[config.mk]
export PLATFORM = sky130hd
export DESIGN_NAME = cp0_exc_ctrl
export DESIGN_NICKNAME = d
export VERILOG_FILES = /design/src/rtl/cp0_exc_ctrl_pkg.sv /design/src/rtl/cp0_exc_prio.sv /design/src/rtl/cp0_exc_ctrl.sv
export SDC_FILE = /design/constraint.sdc
export NUM_CORES = 1
export LEC_CHECK = 0
export ABC_CLOCK_PERIOD_IN_PS = 3230
export BUFFER_PORTS_ARGS = -buffer_cell sky130_fd_sc_hd__buf_2
export CORE_UTILIZATION = 54
export CTS_CLUSTER_SIZE = 10
export DETAILED_ROUTE_END_ITERATION = 12
export PLACE_DENSITY = 0.83
export SETUP_SLACK_MARGIN = 0.3
export SYNTH_ARGS = -nofsm -noshare
export SYNTH_HDL_FRONTEND = slang
export SYNTH_SLANG_ARGS = --single-unit
[constraint.sdc]
create_clock -name clk -period 3.23 [get_ports clk]
set_clock_uncertainty 0.05 [all_clocks]
set_input_delay 0.323 -clock clk [delete_from_list [all_inputs] [get_ports clk]]
set_output_delay 0.323 -clock clk [all_outputs]
set_load 0.02 [all_outputs]
[src/rtl/cp0_exc_ctrl_pkg.sv]
// Shared constants for the CP0 exception sequencer: cause codes, request bits,
// CP0 register addresses, Status/Cause field positions and FSM encoding.
package cp0_exc_ctrl_pkg;

    localparam logic [4:0] EXC_INT = 5'd0;
    localparam logic [4:0] EXC_SYS = 5'd8;
    localparam logic [4:0] EXC_RI  = 5'd10;
    localparam logic [4:0] EXC_OV  = 5'd12;
    localparam logic [4:0] EXC_TR  = 5'd13;

    localparam int EXB_SYS  = 0;
    localparam int EXB_RI   = 1;
    localparam int EXB_OV   = 2;
    localparam int EXB_TR   = 3;
    localparam int EXB_ERET = 4;

    localparam logic [4:0] CP0_COMPARE = 5'd11;
    localparam logic [4:0] CP0_STATUS  = 5'd12;
    localparam logic [4:0] CP0_CAUSE   = 5'd13;
    localparam logic [4:0] CP0_EPC     = 5'd14;

    localparam int ST_IE      = 0;
    localparam int ST_EXL     = 1;
    localparam int CA_BD      = 31;
    localparam int CA_EXC_LO  = 2;
    localparam int CA_EXC_HI  = 6;
    localparam int IRQ_LO     = 8;
    localparam int IRQ_HI     = 15;

    typedef enum logic [2:0] {
        S_IDLE     = 3'd0,
        S_W_EPC    = 3'd1,
        S_W_CAUSE  = 3'd2,
        S_W_STATUS = 3'd3,
        S_REDIRECT = 3'd4
    } state_t;

endpackage

[src/rtl/cp0_exc_prio.sv]
// Fixed-priority pick between a pending interrupt and the instruction's
// exception/ERET request bits.
module cp0_exc_prio
    import cp0_exc_ctrl_pkg::*;
(
    input  logic       int_pend,
    input  logic [4:0] exc,
    output logic       accept,
    output logic       is_eret,
    output logic [4:0] exccode
);

    always_comb begin
        accept  = 1'b1;
        is_eret = 1'b0;
        exccode = EXC_INT;
        if (int_pend)            exccode = EXC_INT;
        else if (exc[EXB_SYS])   exccode = EXC_SYS;
        else if (exc[EXB_RI])    exccode = EXC_RI;
        else if (exc[EXB_OV])    exccode = EXC_OV;
        else if (exc[EXB_TR])    exccode = EXC_TR;
        else if (exc[EXB_ERET])  is_eret = 1'b1;
        else                     accept  = 1'b0;
    end

endmodule

[src/rtl/cp0_exc_ctrl.sv]
// Exception/ERET sequencer: owns the CP0 write port, walks EPC/Cause/Status
// updates one per cycle, then redirects the PC.
//
// state      | meaning
// S_IDLE     | pass pipeline MTC0 writes through, accept a new request
// S_W_EPC    | write latched EPC value
// S_W_CAUSE  | write Cause with BD and ExcCode merged in
// S_W_STATUS | write Status snapshot with EXL set (exception) or cleared (eret)
// S_REDIRECT | one-cycle PC redirect to the vector or the EPC snapshot
module cp0_exc_ctrl
    import cp0_exc_ctrl_pkg::*;
#(
    parameter int              PC_W       = 32,
    parameter logic [PC_W-1:0] EXC_VECTOR = 32'h0000_0020
) (
    input  logic            clk,
    input  logic            rst,
    input  logic            mem_valid_i,
    input  logic [PC_W-1:0] mem_pc_i,
    input  logic            mem_in_ds_i,
    input  logic [4:0]      mem_exc_i,
    input  logic [PC_W-1:0] status_i,
    input  logic [PC_W-1:0] cause_i,
    input  logic [PC_W-1:0] epc_i,
    input  logic            pipe_we_i,
    input  logic [4:0]      pipe_waddr_i,
    input  logic [PC_W-1:0] pipe_data_i,
    output logic            cp0_we_o,
    output logic [4:0]      cp0_waddr_o,
    output logic [PC_W-1:0] cp0_data_o,
    output logic            flush_o,
    output logic            stall_o,
    output logic            redirect_o,
    output logic [PC_W-1:0] new_pc_o
);

    state_t          state;
    logic [4:0]      code_q;
    logic            bd_q;
    logic            eret_q;
    logic [PC_W-1:0] epcv_q;
    logic [PC_W-1:0] status_snap_q;
    logic [PC_W-1:0] epc_snap_q;

    logic            int_pend;
    logic [4:0]      exc_v;
    logic            accept;
    logic            is_eret;
    logic [4:0]      exccode;
    logic [PC_W-1:0] status_fwd;
    logic [PC_W-1:0] epc_fwd;

    assign int_pend = (|(cause_i[IRQ_HI:IRQ_LO] & status_i[IRQ_HI:IRQ_LO]))
                    & status_i[ST_IE] & ~status_i[ST_EXL] & mem_valid_i;
    assign exc_v    = mem_valid_i ? mem_exc_i : 5'd0;

    cp0_exc_prio u_prio (
        .int_pend (int_pend),
        .exc      (exc_v),
        .accept   (accept),
        .is_eret  (is_eret),
        .exccode  (exccode)
    );

    // The WB-stage MTC0 is older than the MEM instruction, so its value wins.
    assign status_fwd = (pipe_we_i && pipe_waddr_i == CP0_STATUS) ? pipe_data_i : status_i;
    assign epc_fwd    = (pipe_we_i && pipe_waddr_i == CP0_EPC)    ? pipe_data_i : epc_i;

    always_ff @(posedge clk or negedge rst) begin
        if (!rst) begin
            state         <= S_IDLE;
            code_q        <= '0;
            bd_q          <= 1'b0;
            eret_q        <= 1'b0;
            epcv_q        <= '0;
            status_snap_q <= '0;
            epc_snap_q    <= '0;
        end else begin
            case (state)
                S_IDLE: begin
                    if (accept) begin
                        code_q        <= exccode;
                        bd_q          <= mem_in_ds_i;
                        eret_q        <= is_eret;
                        epcv_q        <= mem_in_ds_i ? mem_pc_i - PC_W'(4) : mem_pc_i;
                        status_snap_q <= status_fwd;
                        epc_snap_q    <= epc_fwd;
                        state         <= is_eret ? S_W_STATUS : S_W_EPC;
                    end
                end
                S_W_EPC:    state <= S_W_CAUSE;
                S_W_CAUSE:  state <= S_W_STATUS;
                S_W_STATUS: state <= S_REDIRECT;
                S_REDIRECT: state <= S_IDLE;
                default:    state <= S_IDLE;
            endcase
        end
    end

    always_comb begin
        cp0_we_o    = 1'b0;
        cp0_waddr_o = 5'd0;
        cp0_data_o  = '0;
        flush_o     = 1'b0;
        redirect_o  = 1'b0;
        new_pc_o    = '0;
        stall_o     = (state != S_IDLE);
        case (state)
            S_IDLE: begin
                // Gated by rst so every output reads 0 while reset is held.
                if (rst) begin
                    cp0_we_o    = pipe_we_i;
                    cp0_waddr_o = pipe_waddr_i;
                    cp0_data_o  = pipe_data_i;
                    flush_o     = accept;
                end
            end
            S_W_EPC: begin
                cp0_we_o    = 1'b1;
                cp0_waddr_o = CP0_EPC;
                cp0_data_o  = epcv_q;
            end
            S_W_CAUSE: begin
                cp0_we_o                        = 1'b1;
                cp0_waddr_o                     = CP0_CAUSE;
                cp0_data_o                      = cause_i;
                cp0_data_o[CA_BD]               = bd_q;
                cp0_data_o[CA_EXC_HI:CA_EXC_LO] = code_q;
            end
            S_W_STATUS: begin
                cp0_we_o           = 1'b1;
                cp0_waddr_o        = CP0_STATUS;
                cp0_data_o         = status_snap_q;
                cp0_data_o[ST_EXL] = ~eret_q;
            end
            S_REDIRECT: begin
                redirect_o = 1'b1;
                new_pc_o   = eret_q ? epc_snap_q : EXC_VECTOR;
            end
            default: ;
        endcase
    end

endmodule

==> results.txt <==
----------------------------------------------------
[Synthesis]
  Synth Area in XOR/XNOR ... 0.0378
  Complex-gate fraction of the synthesized area ... 0.0807
  Syn avg cell area ... 10.4 µm²
  Fraction of the mapped netlist area in simple logic gates ... 0.142
  Fraction of synthesized area in multiplexers ... 0.316
  Synth warnings ... 0
  Total standard cell area after synthesis ... 6720 µm²
  Area leader, netlist ... dfrtp_1
  Combinational family with the most area after synthesis ... multiplexers
  Top cells by area, synth ... dfrtp_1 39%, mux2_2 31%, nand2_1 3.4%
  Count of mapped cells out of synthesis ... 643
  Fraction of the mapped netlist area in adder cells ... 0.00186
  Mapped Nets ... 819
  Count of flip-flops with a built-in enable after synthesis ... 0
  Count of unique library cells instantiated by Yosys ... 47
  Async S/R FF share, synth ... 1.00
  Part of the Yosys area used for sequential elements ... 0.388
  Fraction of synthesized cell area taken by the top area cell type ... 0.388
  Post-synthesis sequential element count ... 104
  Primary flip-flop cell chosen by synthesis mapping ... dfrtp_1

[Power]
  Power Dens Cells ... 855 nW/µm²
  IR drop worst, VDD ... 387 µV
  Static Leak ... 3.84 nW
  Sum of internal, switching and leakage power ... 7.18 mW

[Place]
  GP Congestion ... 0.908
  Total cell area at the placement stage ... 8080 µm²
  Inst Count DP ... 1024
  HPWL after DPL ... 14700 µm
  Port Buffer Count ... 241

[Routing]
  Average wire length per cell after detail routing ... 19.1 µm
  Vias post-DR ... 5907
  DRC violations left ... 0
  Via-per-instance ratio ... 5.67
  Routed wire length ... 19800 µm
  Initial DRT Pass Iterations ... 4
  Number of DRC markers after the initial detailed-route iteration ... 390
  Antenna-violating nets left ... 0

[Critical path]
  Reg-to-reg critical path endpoint ... status_snap_q[10]
  Origin of the worst setup path ... state[0]
  Setup crit end ... new_pc_o[6]
  Internal reg-to-reg setup slack ... 0.82 ns
  Classification of the worst setup path ... register to output port
  Number of cells traversed by the worst register-to-register path ... 5
  CP endpoint kind ... output port
  Data arrival time of the critical path ... 2.33 ns
  Critical Path Source Type ... register
  Required time at the worst-slack endpoint ... 2.86 ns
  Critical path peak fanout ... 53
  Reg-to-reg critical path startpoint ... state[1]

[Final layout]
  Final net count ... 1044
  Commonest non-fill, non-tap cell in the layout ... buf_2
  Fill count ... 954
  Fraction of final layout cells with drive strength greater than 1 ... 0.541
  Most used cells in the layout excluding fill and tap cells ... 240 x buf_2, 185 x mux2_2, 102 x dfrtp_1
  Antenna diode count ... 0
  Final cell count without fillers ... 1041
  Cell area after layout ... 8390 µm²
  Area overhead of the layout relative to synthesis ... 24.9%

[Timing]
  Minimum clock period ... 2.70 ns
  Setup Total Neg Slack ... 0 ns
  Final Max Slew Viols ... 0
  Setup-failing EPs final ... 0
  Unrepaired setup endpoints after global routing ... false
  Max Clock Freq ... 370 MHz
  Slew at the pin closest to its max-slew limit ... 0.575 ns
  Final Hold Fails ... 0
  Worst hold slack ... 0.162 ns
  Headroom to the max-slew limit ... 0.613
  Tcrit/Tclk final ... 0.837

[CTS]
  Clock tree root buffer cell ... clkbuf_16
  Clock sink count ... 104
  Clock tree from TritonCTS ... yes
  Clock latency on the worst-skew pair ... 0.35 ns
  H-tree lvl count ... 3
  Number of setup buffers added after CTS ... 0
  Reg clk slew, reported paths ... 0.07 ns
  Inserted Clock Buffers ... 9
  Number of buffers between clock root and the deepest sink ... 2

[Global route]
  Wire length of the first global-routing pass ... 29900 µm
  Overflow left after global routing ... 0
  Antenna violations before repair ... 0
  Aggregate global-route resource usage ... 0.305
  Largest net degree at the start of global routing ... 97
  Number of global-route vias before repair ... 5491

[Die]
  Die Height ... 114 µm
  Core Footprint ... 12100 µm²
  Die Footprint ... 12900 µm²
  Number of primary I/O pins ... 248
  Width of the chip ... 114 µm
  Initial core utilization ... 0.557
  Row count ... 40

[Flow run]
  Max Cap Violations ... 0

[Hold path]
  Type of the tightest min-delay check ... primary input to register

[Status]
  Outcome ... finished clean

----------------------------------------------------
[logic make-up after synthesis]
logic type      count (synthesis)
mux                           189
simple gates                  181
flops                         104
compound gates                 90
buf+inv                        49
xor+xnor                       29
fa+ha+maj                       1
[where the power goes]
group          total [mW]  switching, mW  leakage [nW]  internal [mW]
sequential           2.39          0.410          1.23           1.98
combinational        3.69           1.98          2.47           1.71
clock                1.10          0.499         0.146          0.603
[worst min path at each step]
stage | from | slack [ns] | endpoint | depth (start not counted)
global route | mem_pc_i[0] | 0.16 | epcv_q[0] | 2
detailed placement | rst | 0.23 | epc_snap_q[29] | 1
floorplan | rst | -0.02 | bd_q | 0
CTS | mem_pc_i[0] | 0.16 | epcv_q[0] | 2
global placement | rst | 0.23 | epc_snap_q[29] | 1
finish | mem_pc_i[0] | 0.16 | epcv_q[0] | 2
[repair_timing]
item	4_1_cts	5_1_grt
hold buffers	1	0
gates resized for setup	0	1
endpoints found under the setup margin	0	1
endpoints found under the hold margin	26	0
[registers in the layout, summed over array words and instances, names as in the netlist]
signal	cells
epc_snap_q	32
epcv_q	32
status_snap_q	31
code_q	4
state	3
bd_q	1
eret_q	1
[through the flow]
step,util,worst slack [ns]
global route,0.696,0.433
CTS,0.695,0.447
global placement,0.670,0.801
finish,0.696,0.526
floorplan,-,0.939
detailed placement,0.670,0.786
[synth_stat cells, types with 7 or more instances]
library cell,number
a21oi_1,26
a22oi_1,18
and2_1,33
clkbuf_1,26
dfrtp_1,104
inv_1,8
mux2_2,185
nand2_1,61
nand4_1,7
nor2_1,36
nor3_1,9
nor4_1,7
o21ai_0,34
xnor2_1,10
xor2_1,19
[final cells by class]
type / instances / area (µm²) / share of cell area
sequential: 104 / 2610 / 0.311
clock buffer: 9 / 225 / 0.0268
clock inverter: 7 / 70.1 / 0.00835
tap: 168 / 210 / 0.0251
timing repair buffer: 255 / 1340 / 0.160
inverter: 8 / 30.0 / 0.00358
multi-input combinational: 490 / 3910 / 0.466
[metal layers]
| metal | wire, µm | global-route usage | up-vias |
|---|---|---|---|
| met3 | 1310 | 0.0356 | 33 |
| met4 | 660 | 0.132 | 0 |
| met1 | 8290 | 0.402 | 2862 |
| met2 | 9580 | 0.511 | 256 |
| li1 | - | - | 2756 |
| met5 | 0 | 0 | - |
[worst max-delay path, stage by stage, from the launching register on]
cell     delay (ns)
dfrtp_2        0.40
buf_4          0.31
nor2_1         0.41
and3_1         0.22
buf_4          0.27
and2_1         0.19
buf_2          0.17
No activity file was read; power rests on OpenSTA's default activity.
